===== config.mk =====
export PLATFORM = sky130hd
export DESIGN_NAME = hazard_sb
export DESIGN_NICKNAME = d
export VERILOG_FILES = /design/src/rtl/hazard_sb.sv
export SDC_FILE = /design/constraint.sdc
export NUM_CORES = 1
export LEC_CHECK = 0
export BUFFER_PORTS_ARGS = -buffer_cell sky130_fd_sc_hd__buf_2
export CAP_MARGIN = 0
export CORE_AREA = 2 2 53 75
export CTS_BUF_LIST = sky130_fd_sc_hd__clkbuf_2 sky130_fd_sc_hd__clkbuf_4 sky130_fd_sc_hd__clkbuf_8
export DETAILED_ROUTE_END_ITERATION = 16
export DIE_AREA = 0 0 55 77
export GPL_TIMING_DRIVEN = 0
export PLACE_DENSITY = 0.69
export RECOVER_POWER = 100
export SYNTH_ARGS = -nofsm -noshare
export SYNTH_HDL_FRONTEND = slang
export SYNTH_SLANG_ARGS = --single-unit
export TNS_END_PERCENT = 10

===== constraint.sdc =====
create_clock -name clk -period 3.3 [get_ports clk]
set_input_delay 0.33 -clock clk [delete_from_list [all_inputs] [get_ports clk]]
set_output_delay 0.33 -clock clk [all_outputs]
set_load 0.02 [all_outputs]

===== src/rtl/hazard_sb.sv =====
// hazard_sb: decode-stage hazard scoreboard for a 5-stage MIPS pipeline.
// It classifies the D-stage instruction and derives the Tuse of each source
// and the Tnew of its destination. Dest/Tnew pairs are tracked in NSTAGE
// post-D slots (1=E, 2=M, 3=W, ...). From these it produces a zero-latency
// stall and the nearest-producer forwarding select for rs and rt.
// Optional feature macro: HAZARD_SB_MDU_EN adds mult/div/mfhi/mflo/mthi/mtlo
// decode and a multiply/divide busy counter.
module hazard_sb #(
    parameter int NSTAGE   = 3,
    parameter int TNEW_W   = 2,
    parameter int MULT_LAT = 5,
    parameter int DIV_LAT  = 10
) (
    input  logic        clk,
    input  logic        reset_n,
    input  logic [31:0] instr_d,
    output logic        stall,
    output logic [2:0]  fwd_rs_d,
    output logic [2:0]  fwd_rt_d,
    output logic [5:0]  cls_d,
    output logic        md_busy
);

    logic [5:0]        op_s;
    logic [5:0]        funct_s;
    logic [4:0]        rs_s;
    logic [4:0]        rt_s;
    logic [4:0]        rd_s;
    logic              use_rs_s;
    logic              use_rt_s;
    logic [TNEW_W-1:0] tuse_rs_s;
    logic [TNEW_W-1:0] tuse_rt_s;
    logic [4:0]        dest_s;
    logic [TNEW_W-1:0] tnew_s;
    logic [2:0]        hit_rs_s;
    logic [2:0]        hit_rt_s;
    logic [TNEW_W-1:0] hit_tnew_rs_s;
    logic [TNEW_W-1:0] hit_tnew_rt_s;
    logic              md_stall_s;
    logic              unused_s;

    logic [4:0]        dest_r [1:NSTAGE];
    logic [TNEW_W-1:0] tnew_r [1:NSTAGE];

    assign op_s     = instr_d[31:26];
    assign rs_s     = instr_d[25:21];
    assign rt_s     = instr_d[20:16];
    assign rd_s     = instr_d[15:11];
    assign funct_s  = instr_d[5:0];
    assign unused_s = ^instr_d[10:6];

`ifdef HAZARD_SB_MDU_EN
    localparam int CNT_W = $clog2(DIV_LAT + 1);
    logic             md_op_s;
    logic             md_start_s;
    logic             md_div_s;
    logic             md_start_r;
    logic             md_div_r;
    logic [CNT_W-1:0] cnt_r;
`endif

    // Decode the D instruction into class, source usage/Tuse and dest/Tnew.
    always_comb begin
        cls_d     = 6'b000000;
        use_rs_s  = 1'b0;
        use_rt_s  = 1'b0;
        tuse_rs_s = TNEW_W'(0);
        tuse_rt_s = TNEW_W'(0);
        dest_s    = 5'd0;
        tnew_s    = TNEW_W'(0);
`ifdef HAZARD_SB_MDU_EN
        md_op_s    = 1'b0;
        md_start_s = 1'b0;
        md_div_s   = 1'b0;
`endif
        case (op_s)
            6'h00: begin
                case (funct_s)
                    6'h21, 6'h23: begin
                        cls_d = 6'b010000; use_rs_s = 1'b1; use_rt_s = 1'b1;
                        tuse_rs_s = TNEW_W'(1); tuse_rt_s = TNEW_W'(1);
                        dest_s = rd_s; tnew_s = TNEW_W'(1);
                    end
                    6'h08: begin
                        cls_d = 6'b100000; use_rs_s = 1'b1; tuse_rs_s = TNEW_W'(0);
                    end
`ifdef HAZARD_SB_MDU_EN
                    6'h18, 6'h19, 6'h1a, 6'h1b: begin
                        cls_d = 6'b010000; use_rs_s = 1'b1; use_rt_s = 1'b1;
                        tuse_rs_s = TNEW_W'(1); tuse_rt_s = TNEW_W'(1);
                        md_op_s = 1'b1; md_start_s = 1'b1; md_div_s = funct_s[1];
                    end
                    6'h11, 6'h13: begin
                        cls_d = 6'b010000; use_rs_s = 1'b1; tuse_rs_s = TNEW_W'(1);
                        md_op_s = 1'b1;
                    end
                    6'h10, 6'h12: begin
                        cls_d = 6'b010000; dest_s = rd_s; tnew_s = TNEW_W'(1);
                        md_op_s = 1'b1;
                    end
`endif
                    default: cls_d = 6'b000000;
                endcase
            end
            6'h0d, 6'h0f: begin
                cls_d = 6'b001000; use_rs_s = 1'b1; tuse_rs_s = TNEW_W'(1);
                dest_s = rt_s; tnew_s = TNEW_W'(1);
            end
            6'h23: begin
                cls_d = 6'b000100; use_rs_s = 1'b1; tuse_rs_s = TNEW_W'(1);
                dest_s = rt_s; tnew_s = TNEW_W'(2);
            end
            6'h2b: begin
                cls_d = 6'b000010; use_rs_s = 1'b1; use_rt_s = 1'b1;
                tuse_rs_s = TNEW_W'(1); tuse_rt_s = TNEW_W'(2);
            end
            6'h04: begin
                cls_d = 6'b100000; use_rs_s = 1'b1; use_rt_s = 1'b1;
                tuse_rs_s = TNEW_W'(0); tuse_rt_s = TNEW_W'(0);
            end
            6'h03: begin
                cls_d = 6'b000001; dest_s = 5'd31; tnew_s = TNEW_W'(0);
            end
            default: cls_d = 6'b000000;
        endcase
    end

    // Nearest-producer search: scan oldest to youngest so the lowest k wins.
    always_comb begin
        hit_rs_s      = 3'd0;
        hit_rt_s      = 3'd0;
        hit_tnew_rs_s = TNEW_W'(0);
        hit_tnew_rt_s = TNEW_W'(0);
        for (int k = NSTAGE; k >= 1; k--) begin
            if (use_rs_s && (dest_r[k] != 5'd0) && (dest_r[k] == rs_s)) begin
                hit_rs_s      = 3'(k);
                hit_tnew_rs_s = tnew_r[k];
            end else begin
                hit_rs_s      = hit_rs_s;
            end
            if (use_rt_s && (dest_r[k] != 5'd0) && (dest_r[k] == rt_s)) begin
                hit_rt_s      = 3'(k);
                hit_tnew_rt_s = tnew_r[k];
            end else begin
                hit_rt_s      = hit_rt_s;
            end
        end
    end

`ifdef HAZARD_SB_MDU_EN
    assign md_stall_s = md_op_s && ((cnt_r != CNT_W'(0)) || md_start_r);
    assign md_busy    = (cnt_r != CNT_W'(0));
`else
    assign md_stall_s = 1'b0;
    assign md_busy    = 1'b0;
`endif

    // Stall when the nearest producer of a used source is not ready by its Tuse.
    always_comb begin
        stall = md_stall_s
              || ((hit_rs_s != 3'd0) && (hit_tnew_rs_s > tuse_rs_s))
              || ((hit_rt_s != 3'd0) && (hit_tnew_rt_s > tuse_rt_s));
        fwd_rs_d = hit_rs_s;
        fwd_rt_d = hit_rt_s;
    end

    // Slot shift register: load E with the decoded instr (bubble on stall), age the rest.
    always_ff @(posedge clk or negedge reset_n) begin
        if (!reset_n) begin
            for (int k = 1; k <= NSTAGE; k++) begin
                dest_r[k] <= 5'd0;
                tnew_r[k] <= TNEW_W'(0);
            end
        end else begin
            for (int k = NSTAGE; k >= 2; k--) begin
                dest_r[k] <= dest_r[k-1];
                tnew_r[k] <= (tnew_r[k-1] != TNEW_W'(0)) ? (tnew_r[k-1] - TNEW_W'(1)) : TNEW_W'(0);
            end
            dest_r[1] <= stall ? 5'd0 : dest_s;
            tnew_r[1] <= stall ? TNEW_W'(0) : tnew_s;
        end
    end

`ifdef HAZARD_SB_MDU_EN
    // MDU tracking: tag md-starts in E, then load the latency counter when they leave E.
    always_ff @(posedge clk or negedge reset_n) begin
        if (!reset_n) begin
            md_start_r <= 1'b0;
            md_div_r   <= 1'b0;
            cnt_r      <= CNT_W'(0);
        end else begin
            md_start_r <= md_start_s && !stall;
            md_div_r   <= md_div_s && !stall;
            if (md_start_r) begin
                cnt_r <= md_div_r ? CNT_W'(DIV_LAT) : CNT_W'(MULT_LAT);
            end else if (cnt_r != CNT_W'(0)) begin
                cnt_r <= cnt_r - CNT_W'(1);
            end else begin
                cnt_r <= CNT_W'(0);
            end
        end
    end
`endif

endmodule


==> results.py, run 1 <==
metrics = {
    "worst_setup_path": {
        "crit_path_start_kind": "flop",
        "r2r_cells": 12,
        "endpoint_kind": "output pin",
        "required_ps": 2970,
        "worstPathArrival_ps": 3090,
        "crit_path_end": "stall",
        "worstPathMaxFanout": 3,
        "r2r-start": "dest_r[9]",
        "startpoint": "dest_r[9]",
        "crit_type": "reg -> out",
        "r2r-end": "dest_r[14]",
        "r2r_slack_ps": 390,
    },
    "yosys": {
        "yosys.area.top_type": "dfrtp_1",
        "async_reset_ff_share_pct": 100,
        "synth_top_family_by_area": "simple AND/OR/NAND/NOR gates",
        "synth_cell_type_count": 42,
        "netlist_instances": 159,
        "synth_compound_area_share_pct": 14.1,
        "synth-simple-area-share_pct": 28.7,
        "synth_xor_area_share_pct": 16.9,
        "yosys_warnings": 0,
        "muxShareOfSynthArea_pct": 0,
        "synth_top_area_share_pct": 33.9,
        "ys_top_cells_by_area": "dfrtp_1 34%, xnor2_1 9.0%, xor2_1 7.9%",
        "synth_adder_area_share_pct": 2.42,
        "synth_seq_area_share_pct": 33.9,
        "avgSynthCellArea_um2": 9.75,
        "synthesis.area_um2": 1550,
        "ys_ff_latch": 21,
        "synth_flop_cell": "dfrtp_1",
        "synth-edff-count": 0,
    },
    "layout": {
        "syn_to_final_growth_pct": 26.9,
        "final_area_um2": 1970,
        "final_nets": 249,
        "num-fill-cells": 342,
        "n_antenna_cell": 0,
        "drive_gt1_share_pct": 33.2,
    },
    "clock_tree": {
        "cts_buffers": 3,
        "cts-hold-fix-buffers": 0,
        "cts_root_buf": "clkbuf_8",
        "cts.path.max_buffers": 2,
        "cts_tree": "yes",
        "clkTransAtPathRegs_ps": 80,
        "h-tree-depth": 1,
        "clk_latency_ps": 260,
        "clkSinkCount": 21,
    },
    "floorplanning": {
        "num_io_pins": 48,
        "rows": 26,
        "initial_core_util_pct": 43.3,
        "die_area_um2": 4240,
        "die_h_um": 77,
        "die_w_um": 55,
        "design.core.area_um2": 3580,
    },
    "place": {
        "portBuffers": 39,
        "gp_congestion": 0.745,
        "place_hpwl_mm": 2.86,
        "placed_cell_area_um2": 1810,
        "pre_cts_slack_ps": -171,
    },
    "timing": {
        "final.period_utilization_pct": 104,
        "slew_viol_final": 0,
        "setup_viol": 1,
        "fmax_ghz": 0.293,
        "hold-worst-slack_ps": 242,
        "finClkSkew_ps": 4.13,
        "final_hold_viol_count": 0,
        "setup_slack_ps": -118,
        "worst_pin_slew_ps": 1070,
        "fin_crit_ps": 3420,
        "rsz0062_at_grt": "true",
        "setup_tns_ps": -118,
        "relSlewSlack_pct": 28.4,
    },
    "global_routing": {
        "grt_overflow": 0,
        "grt_pass1_wl_mm": 6.40,
        "grt_max_degree": 22,
        "first_global_vias": 1433,
        "gr-usage-all-layers_pct": 20.3,
        "antenna_found_initial": 0,
    },
    "pwr": {
        "power_density_nw_per_um2": 275,
        "peakVddDrop_mv": 0.226,
        "power_leakage_nw": 0.954,
    },
    "run_status": {
        "violations": "setup timing",
        "status": "finished with violations",
    },
    "routing": {
        "viasPerCell": 5.44,
        "drc": 0,
        "drt_pass1_iterations": 4,
        "ant_nets": 0,
        "routed_wl_mm": 3.74,
        "drt_iter0_markers": 11,
        "num_vias": 1377,
        "drt-wirelength-per-cell_um": 14.8,
    },
    "hold_path": {
        "min_path_type": "in -> async",
    },
    "run": {
        "cap_violations": 0,
    },
}
==> per-stage QoR <==
stage                     power (mW)  util [%]  instances
after CTS                      0.540      54.5        252
after detailed placement       0.368      50.5        242
final                          0.541      55.0        253
after global routing           0.564      55.0        253
after global placement         0.365      50.5        242
after floorplan                0.325         -        161
==> registers in the layout, summed over array words and instances, names as in the netlist <==
signal	count
dest_r	15
tnew_r	6
==> cell usage in the layout (no fill, tap or decap), drive strengths merged, types with 5 or more instances in the layout <==
master / n
a21oi: 7
a221oi: 5
buf: 44
clkbuf: 9
dfrtp: 21
inv: 6
nand2: 5
nand3: 7
nor2: 11
nor2b: 5
nor3: 12
nor4: 7
xnor2: 16
xor2: 14
==> cell usage after synthesis, drive strengths merged, types with 2 or more instances <==
cell type / number
nor4: 7
ha: 3
or2: 3
or4: 2
nor3: 12
and3: 4
a221oi: 5
a21oi: 7
nor2: 11
nor2b: 5
o21ai: 4
nand2b: 2
xnor2: 16
nand3b: 3
buf: 4
or3: 2
dfrtp: 21
and2: 3
nand3: 7
inv: 6
a211oi: 2
nand2: 5
xor2: 14
==> worst min-delay path by stage <==
stage / startpoint / to / slack (ps)
3_5_place_dp: reset_n / dest_r[9] / 310
6_report: reset_n / dest_r[11] / 240
5_1_grt: reset_n / dest_r[11] / 320
2_1_floorplan: reset_n / dest_r[0] / 30
3_3_place_gp: reset_n / dest_r[9] / 300
4_1_cts: reset_n / dest_r[11] / 20
==> what timing repair did <==
action	CTS	global route
endpoints found under the setup margin	1	1
resized for setup	12	3
buffers inserted	6	1
pin swaps	10	4
==> per-layer routing <==
layer	vias to the layer above	global-route usage, %	share of wire, %	wire length, um
met5	-	0	0	0
li1	674	-	-	-
met1	652	23.3	39	1480
met3	9	0.973	3.7	140
met2	42	37.0	54	2020
met4	0	7.80	2.8	103
==> logic make-up (layout without fill, tap and decap cells) <==
family / after synthesis / after routing
compound gates: 24 / 24
xor+xnor: 30 / 30
fa+ha+maj: 3 / 3
buf+inv: 10 / 60
flops: 21 / 21
other cells: 1 / 3
simple gates: 70 / 70
==> report_power, final <==
part | internal (mW) | total, mW | leakage, nW | switching, mW
combinational | 0.0458 | 0.107 | 0.638 | 0.0610
clock | 0.0841 | 0.167 | 0.0255 | 0.0824
sequential | 0.262 | 0.268 | 0.291 | 0.00591
==> critical path, cell delays in order (launching register included) <==
cell and delay, ps:
dfrtp_1 400, or4_4 550, nor2_4 170, nor4_4 70, nand3b_1 170, a221o_1 320, ha_1 290, nor2_2 40
buf_4 130, a211oi_4 210, a211oi_4 110, or2_1 240, buf_6 130
==> area by class of cell <==
cell class / count / area (um2) / share of cell area [%]
clock inverter: 1 / 5.00 / 0.254
inverter: 6 / 22.5 / 1.15
tap: 42 / 52.6 / 2.67
clock buffer: 3 / 41.3 / 2.10
buffer: 4 / 33.8 / 1.72
multi-input combinational: 130 / 1040 / 53.0
sequential: 21 / 526 / 26.7
timing repair buffer: 46 / 244 / 12.4
No activity file was read; power rests on OpenSTA's default activity.
==> run 2, diff against run 1 <==
--- a/config.mk
+++ b/config.mk
@@ -9,6 +9,7 @@
 export CAP_MARGIN = 0
-export CORE_AREA = 2 2 53 75
+export CORE_AREA = 5 5 56 78
 export CTS_BUF_LIST = sky130_fd_sc_hd__clkbuf_2 sky130_fd_sc_hd__clkbuf_4 sky130_fd_sc_hd__clkbuf_8
+export CTS_CLUSTER_DIAMETER = 60
 export DETAILED_ROUTE_END_ITERATION = 16
-export DIE_AREA = 0 0 55 77
+export DIE_AREA = 0 0 61 83
 export GPL_TIMING_DRIVEN = 0
--- a/constraint.sdc
+++ b/constraint.sdc
@@ -3,2 +3,2 @@
 set_output_delay 0.33 -clock clk [all_outputs]
-set_load 0.02 [all_outputs]
+set_load 0.005 [all_outputs]
==> results.py, run 2 (synthesis gave the netlist of run 1 again) <==
metrics = {
    "run_status": {
        "status": "finished with violations",
        "violations": "setup timing",
    },
    "layout": {
        "syn_to_final_growth_pct": 27.7,
        "largest-register": "dest_r",
        "largest_reg_flops": 15,
        "final_nets": 250,
        "final_area_um2": 1980,
        "layout_common_cells": "38 x buf_2, 21 x dfrtp_1, 16 x xnor2_1",
        "final_util_pct": 55.3,
        "top_regs": "dest_r: 15 flops, tnew_r: 6 flops",
        "drive_gt1_share_pct": 36.8,
        "final_common_cell": "buf_2",
        "n_antenna_cell": 0,
    },
    "pwr": {
        "peakVddDrop_mv": 0.188,
        "power_leakage_nw": 0.966,
        "finalPower_mw": 0.545,
        "power_density_nw_per_um2": 275,
    },
    "timing": {
        "worst_pin_slew_ps": 1170,
        "relSlewSlack_pct": 21.7,
        "hold-worst-slack_ps": 271,
        "setup_viol": 1,
        "rsz0062_at_grt": "true",
        "final_hold_viol_count": 0,
        "setup_tns_ps": -68.5,
        "fmax_ghz": 0.297,
        "finClkSkew_ps": 2.65,
        "setup_slack_ps": -68.5,
        "slew_viol_final": 0,
        "final.period_utilization_pct": 102,
        "fin_crit_ps": 3370,
    },
    "clock_tree": {
        "h-tree-depth": 1,
        "clkSinkCount": 21,
        "clkTransAtPathRegs_ps": 80,
        "cts_tree": "yes",
        "cts.path.max_buffers": 2,
        "cts_buffers": 3,
        "clk_latency_ps": 270,
        "cts-hold-fix-buffers": 0,
        "cts_root_buf": "clkbuf_8",
    },
    "floorplanning": {
        "initial_core_util_pct": 43.3,
        "die_w_um": 61,
        "rows": 26,
        "die_area_um2": 5060,
        "design.core.area_um2": 3580,
        "num_io_pins": 48,
        "die_h_um": 83,
    },
    "global_routing": {
        "antenna_found_initial": 0,
        "grt_max_degree": 22,
        "grt_pass1_wl_mm": 6.07,
        "first_global_vias": 1343,
        "grt_overflow": 0,
        "gr-usage-all-layers_pct": 15.6,
    },
    "routing": {
        "drc": 0,
        "routed_wl_mm": 3.85,
        "drt_iter0_markers": 22,
        "ant_nets": 0,
        "num_vias": 1378,
        "viasPerCell": 5.43,
        "drt-wirelength-per-cell_um": 15.1,
        "drt_pass1_iterations": 4,
    },
    "worst_setup_path": {
        "crit_path_start_kind": "flop",
        "endpoint_kind": "output pin",
        "r2r-end": "dest_r[13]",
        "r2r-start": "dest_r[7]",
        "worstPathMaxFanout": 4,
        "crit_type": "reg -> out",
        "r2r_cells": 14,
        "required_ps": 2970,
        "worstPathArrival_ps": 3040,
        "r2r_slack_ps": 410,
    },
    "place": {
        "place_hpwl_mm": 2.94,
        "portBuffers": 39,
        "gp_congestion": 0.772,
        "placed_cell_area_um2": 1810,
    },
    "hold_path": {
        "min_path_type": "in -> async",
    },
    "run": {
        "cap_violations": 0,
    },
}
[run 2: worst max-delay path by stage]
stage	startpoint	to	cells past startpoint
after global routing	dest_r[11]	stall	11
final	dest_r[7]	stall	12
after CTS	dest_r[8]	stall	12
after floorplan	dest_r[6]	stall	11
after detailed placement	instr_d[27]	stall	14
after global placement	instr_d[27]	stall	14
[run 2: final cells by class]
| class | count | area (um2) |
|---|---|---|
| plain buffers | 4 | 33.8 |
| well taps | 42 | 52.6 |
| flip-flops and latches | 21 | 526 |
| fillers | 339 | 1600 |
| clock buffers | 3 | 41.3 |
| inverters | 6 | 22.5 |
| multi-input cells | 130 | 1050 |
| clock inverters | 1 | 5.00 |
| repair buffers | 47 | 250 |
[run 2: critical path: stages, from the launching register on]
cell	delay (ps)
dfrtp_1	410
or4_4	530
nor2_4	160
nor4_4	70
nand3b_1	160
a221o_1	340
ha_4	280
nor2_2	40
or2_4	230
o32ai_4	120
a211oi_4	70
or2_1	230
buf_2	130
[run 2: timing repair]
item | CTS | global route
endpoints found under the setup margin | 1 | 1
pin swaps | 7 | 7
setup buffers | 5 | 3
endpoints found under the hold margin | 0 | 0
gates resized for setup | 7 | 7
[run 2: through the flow]
| stage | setup slack [ps] | std cells |
|---|---|---|
| after floorplan | 297 | 161 |
| after global placement | -107 | 242 |
| after detailed placement | -108 | 242 |
| after CTS | -93.1 | 251 |
| after global routing | -150 | 254 |
| final | -68.5 | 254 |
[run 2: power breakdown]
group | total, mW | internal, mW | switching [mW]
Clock | 0.176 | 0.0844 | 0.0915
Sequential | 0.268 | 0.262 | 0.00568
Combinational | 0.102 | 0.0454 | 0.0563
Total | 0.545 | 0.392 | 0.153
[run 2: layer usage]
layer	share of wire, %	vias to the layer above	wire, um	global-route usage [%]
li1	-	674	-	-
met1	41	652	1580	19.5
met2	51	47	1970	26.3
met3	5.6	5	215	1.09
met4	2.1	0	80	7.10
met5	0	-	0	0
==> run 3, diff against run 2 <==
- clock period: 3.3 -> 3.7 ns (I/O delays scaled with it)
==> results.py, run 3 (synthesis gave the netlist of run 1 again) <==
metrics = {
    "run_status": {
        "status": "complete, no violations",
    },
    "layout": {
        "num-fill-cells": 345,
        "final_common_cell": "buf_2",
        "top_regs": "dest_r: 15 flops, tnew_r: 6 flops",
        "largest-register": "dest_r",
        "syn_to_final_growth_pct": 25.2,
        "regArea_um2": 527,
        "layout.cells.non_filler": 253,
        "multi_input_area_um2": 1020,
        "n_antenna_cell": 0,
        "largest_reg_flops": 15,
        "layout_common_cells": "34 x buf_2, 20 x dfrtp_1, 16 x xnor2_1",
        "final_nets": 249,
        "drive_gt1_share_pct": 32.7,
    },
    "clock_tree": {
        "h-tree-depth": 1,
        "cts-hold-fix-buffers": 0,
        "cts_root_buf": "clkbuf_8",
        "cts_buffers": 3,
        "cts_tree": "yes",
        "clk_latency_ps": 270,
        "clkSinkCount": 21,
        "cts.path.max_buffers": 2,
        "clkTransAtPathRegs_ps": 80,
    },
    "routing": {
        "ant_nets": 0,
        "drt_pass1_iterations": 4,
        "viasPerCell": 5.45,
        "num_vias": 1380,
        "drt-wirelength-per-cell_um": 14.6,
        "drc": 0,
        "drt_iter0_markers": 25,
        "routed_wl_mm": 3.70,
    },
    "place": {
        "gp_congestion": 0.772,
        "portBuffers": 39,
        "pre_cts_slack_ps": 212,
        "placed_cells": 242,
        "place_hpwl_mm": 2.94,
    },
    "pwr": {
        "p_int_mw": 0.349,
        "sw_frac_of_total_pct": 27.7,
        "p_comb_share_pct": 18.1,
        "finalPower_mw": 0.483,
        "power.switching_mw": 0.134,
        "peakVddDrop_mv": 0.210,
        "power_leakage_nw": 0.942,
        "p_clk_share_pct": 32.4,
        "power_frac_seq_pct": 49.5,
        "power_density_nw_per_um2": 249,
    },
    "floorplanning": {
        "die_area_um2": 5060,
        "rows": 26,
        "num_io_pins": 48,
        "die_h_um": 83,
        "die_w_um": 61,
        "initial_core_util_pct": 43.3,
        "design.core.area_um2": 3580,
    },
    "timing": {
        "worst_pin_slew_ps": 1160,
        "final.period_utilization_pct": 97.1,
        "finClkSkew_ps": 3.59,
        "setup_tns_ps": 0,
        "fmax_ghz": 0.278,
        "setup_slack_ps": 108,
        "relSlewSlack_pct": 22.5,
        "hold-worst-slack_ps": 308,
        "slew_viol_final": 0,
        "fin_crit_ps": 3590,
        "final_hold_viol_count": 0,
        "setup_viol": 0,
    },
    "worst_setup_path": {
        "worstPathArrival_ps": 3220,
        "worstPathCellList": "or4_4 -> nor2_4 -> nor4_4 -> nand3b_1 -> a221o_1 -> ha_4 -> nor2_2 -> or2_4 -> o32ai_4 -> a211oi_4 -> or2_1 -> buf_2",
        "worst_path_max_delay_cell": "or4_4",
        "crit_path_start_kind": "flop",
        "endpoint_kind": "output pin",
        "worstPathMaxFanout": 7,
        "crit_type": "reg -> out",
        "cp_slowest_stage_delay_ps": 560,
        "required_ps": 3330,
    },
    "global_routing": {
        "gr-usage-all-layers_pct": 15.1,
        "antenna_found_initial": 0,
        "grt_pass1_wl_mm": 5.86,
        "grt_overflow": 0,
        "grt_max_degree": 22,
        "first_global_vias": 1286,
    },
    "hold_path": {
        "min_path_type": "in -> async",
    },
    "run": {
        "cap_violations": 0,
    },
}
-- run 3: path summary, 6_finish.rpt --
check	from	endpoint	slack [ps]	cells after the start
worst max register to register	dest_r[6]	tnew_r[5]	600	13
max in group asynchronous	reset_n	dest_r[7]	2620	1
worst min-delay path	reset_n	dest_r[14]	310	1
worst max-delay path	dest_r[6]	stall	110	12
worst min register to register	dest_r[7]	dest_r[2]	440	0
min in group clk	instr_d[13]	dest_r[12]	420	3
-- run 3: final cells by class --
| cell class | count | area share [%] |
|---|---|---|
| tap | 42 | 2.71 |
| multi-input combinational | 130 | 52.4 |
| timing repair buffer | 46 | 12.4 |
| clock inverter | 1 | 0.258 |
| clock buffer | 3 | 2.13 |
| inverter | 6 | 1.16 |
| buffer | 4 | 1.74 |
| sequential | 21 | 27.1 |
-- run 3: what timing repair did --
| item | CTS | global route |
|---|---|---|
| gates resized for setup | 0 | 8 |
| buffers inserted | 0 | 7 |
| endpoints found under the setup margin | 0 | 1 |
-- run 3: through the flow --
stage	cell area [um2]	util, %
after floorplan	1560	-
after global placement	1810	50.5
after detailed placement	1810	50.5
after CTS	1850	51.7
after global routing	1940	54.2
final	1940	54.2
-- run 3: worst max-delay path: cells and delay by family (launching register included) --
family | cells | cell delay [ps]
compound gates | 3 | 810
fa+ha+maj | 1 | 220
buf+inv | 1 | 100
flops | 1 | 420
simple gates | 7 | 1390
-- run 3: power by group through the flow --
| stage | clock network (mW) | logic [mW] | registers, mW |
|---|---|---|---|
| 6_report | 0.156 | 0.0875 | 0.239 |
| 2_1_floorplan | 0 | 0.0444 | 0.242 |
| 5_1_grt | 0.166 | 0.0965 | 0.240 |
| 4_1_cts | 0.161 | 0.0817 | 0.239 |
| 3_5_place_dp | 0 | 0.0814 | 0.244 |
| 3_3_place_gp | 0 | 0.0799 | 0.243 |
-- run 3: layer usage --
layer	part of all wire (%)	up-vias	track usage [%]
li1	-	675	-
met1	41	658	19.2
met2	52	43	24.8
met3	5.6	4	1.09
met4	1.7	0	7.10
met5	0	-	0
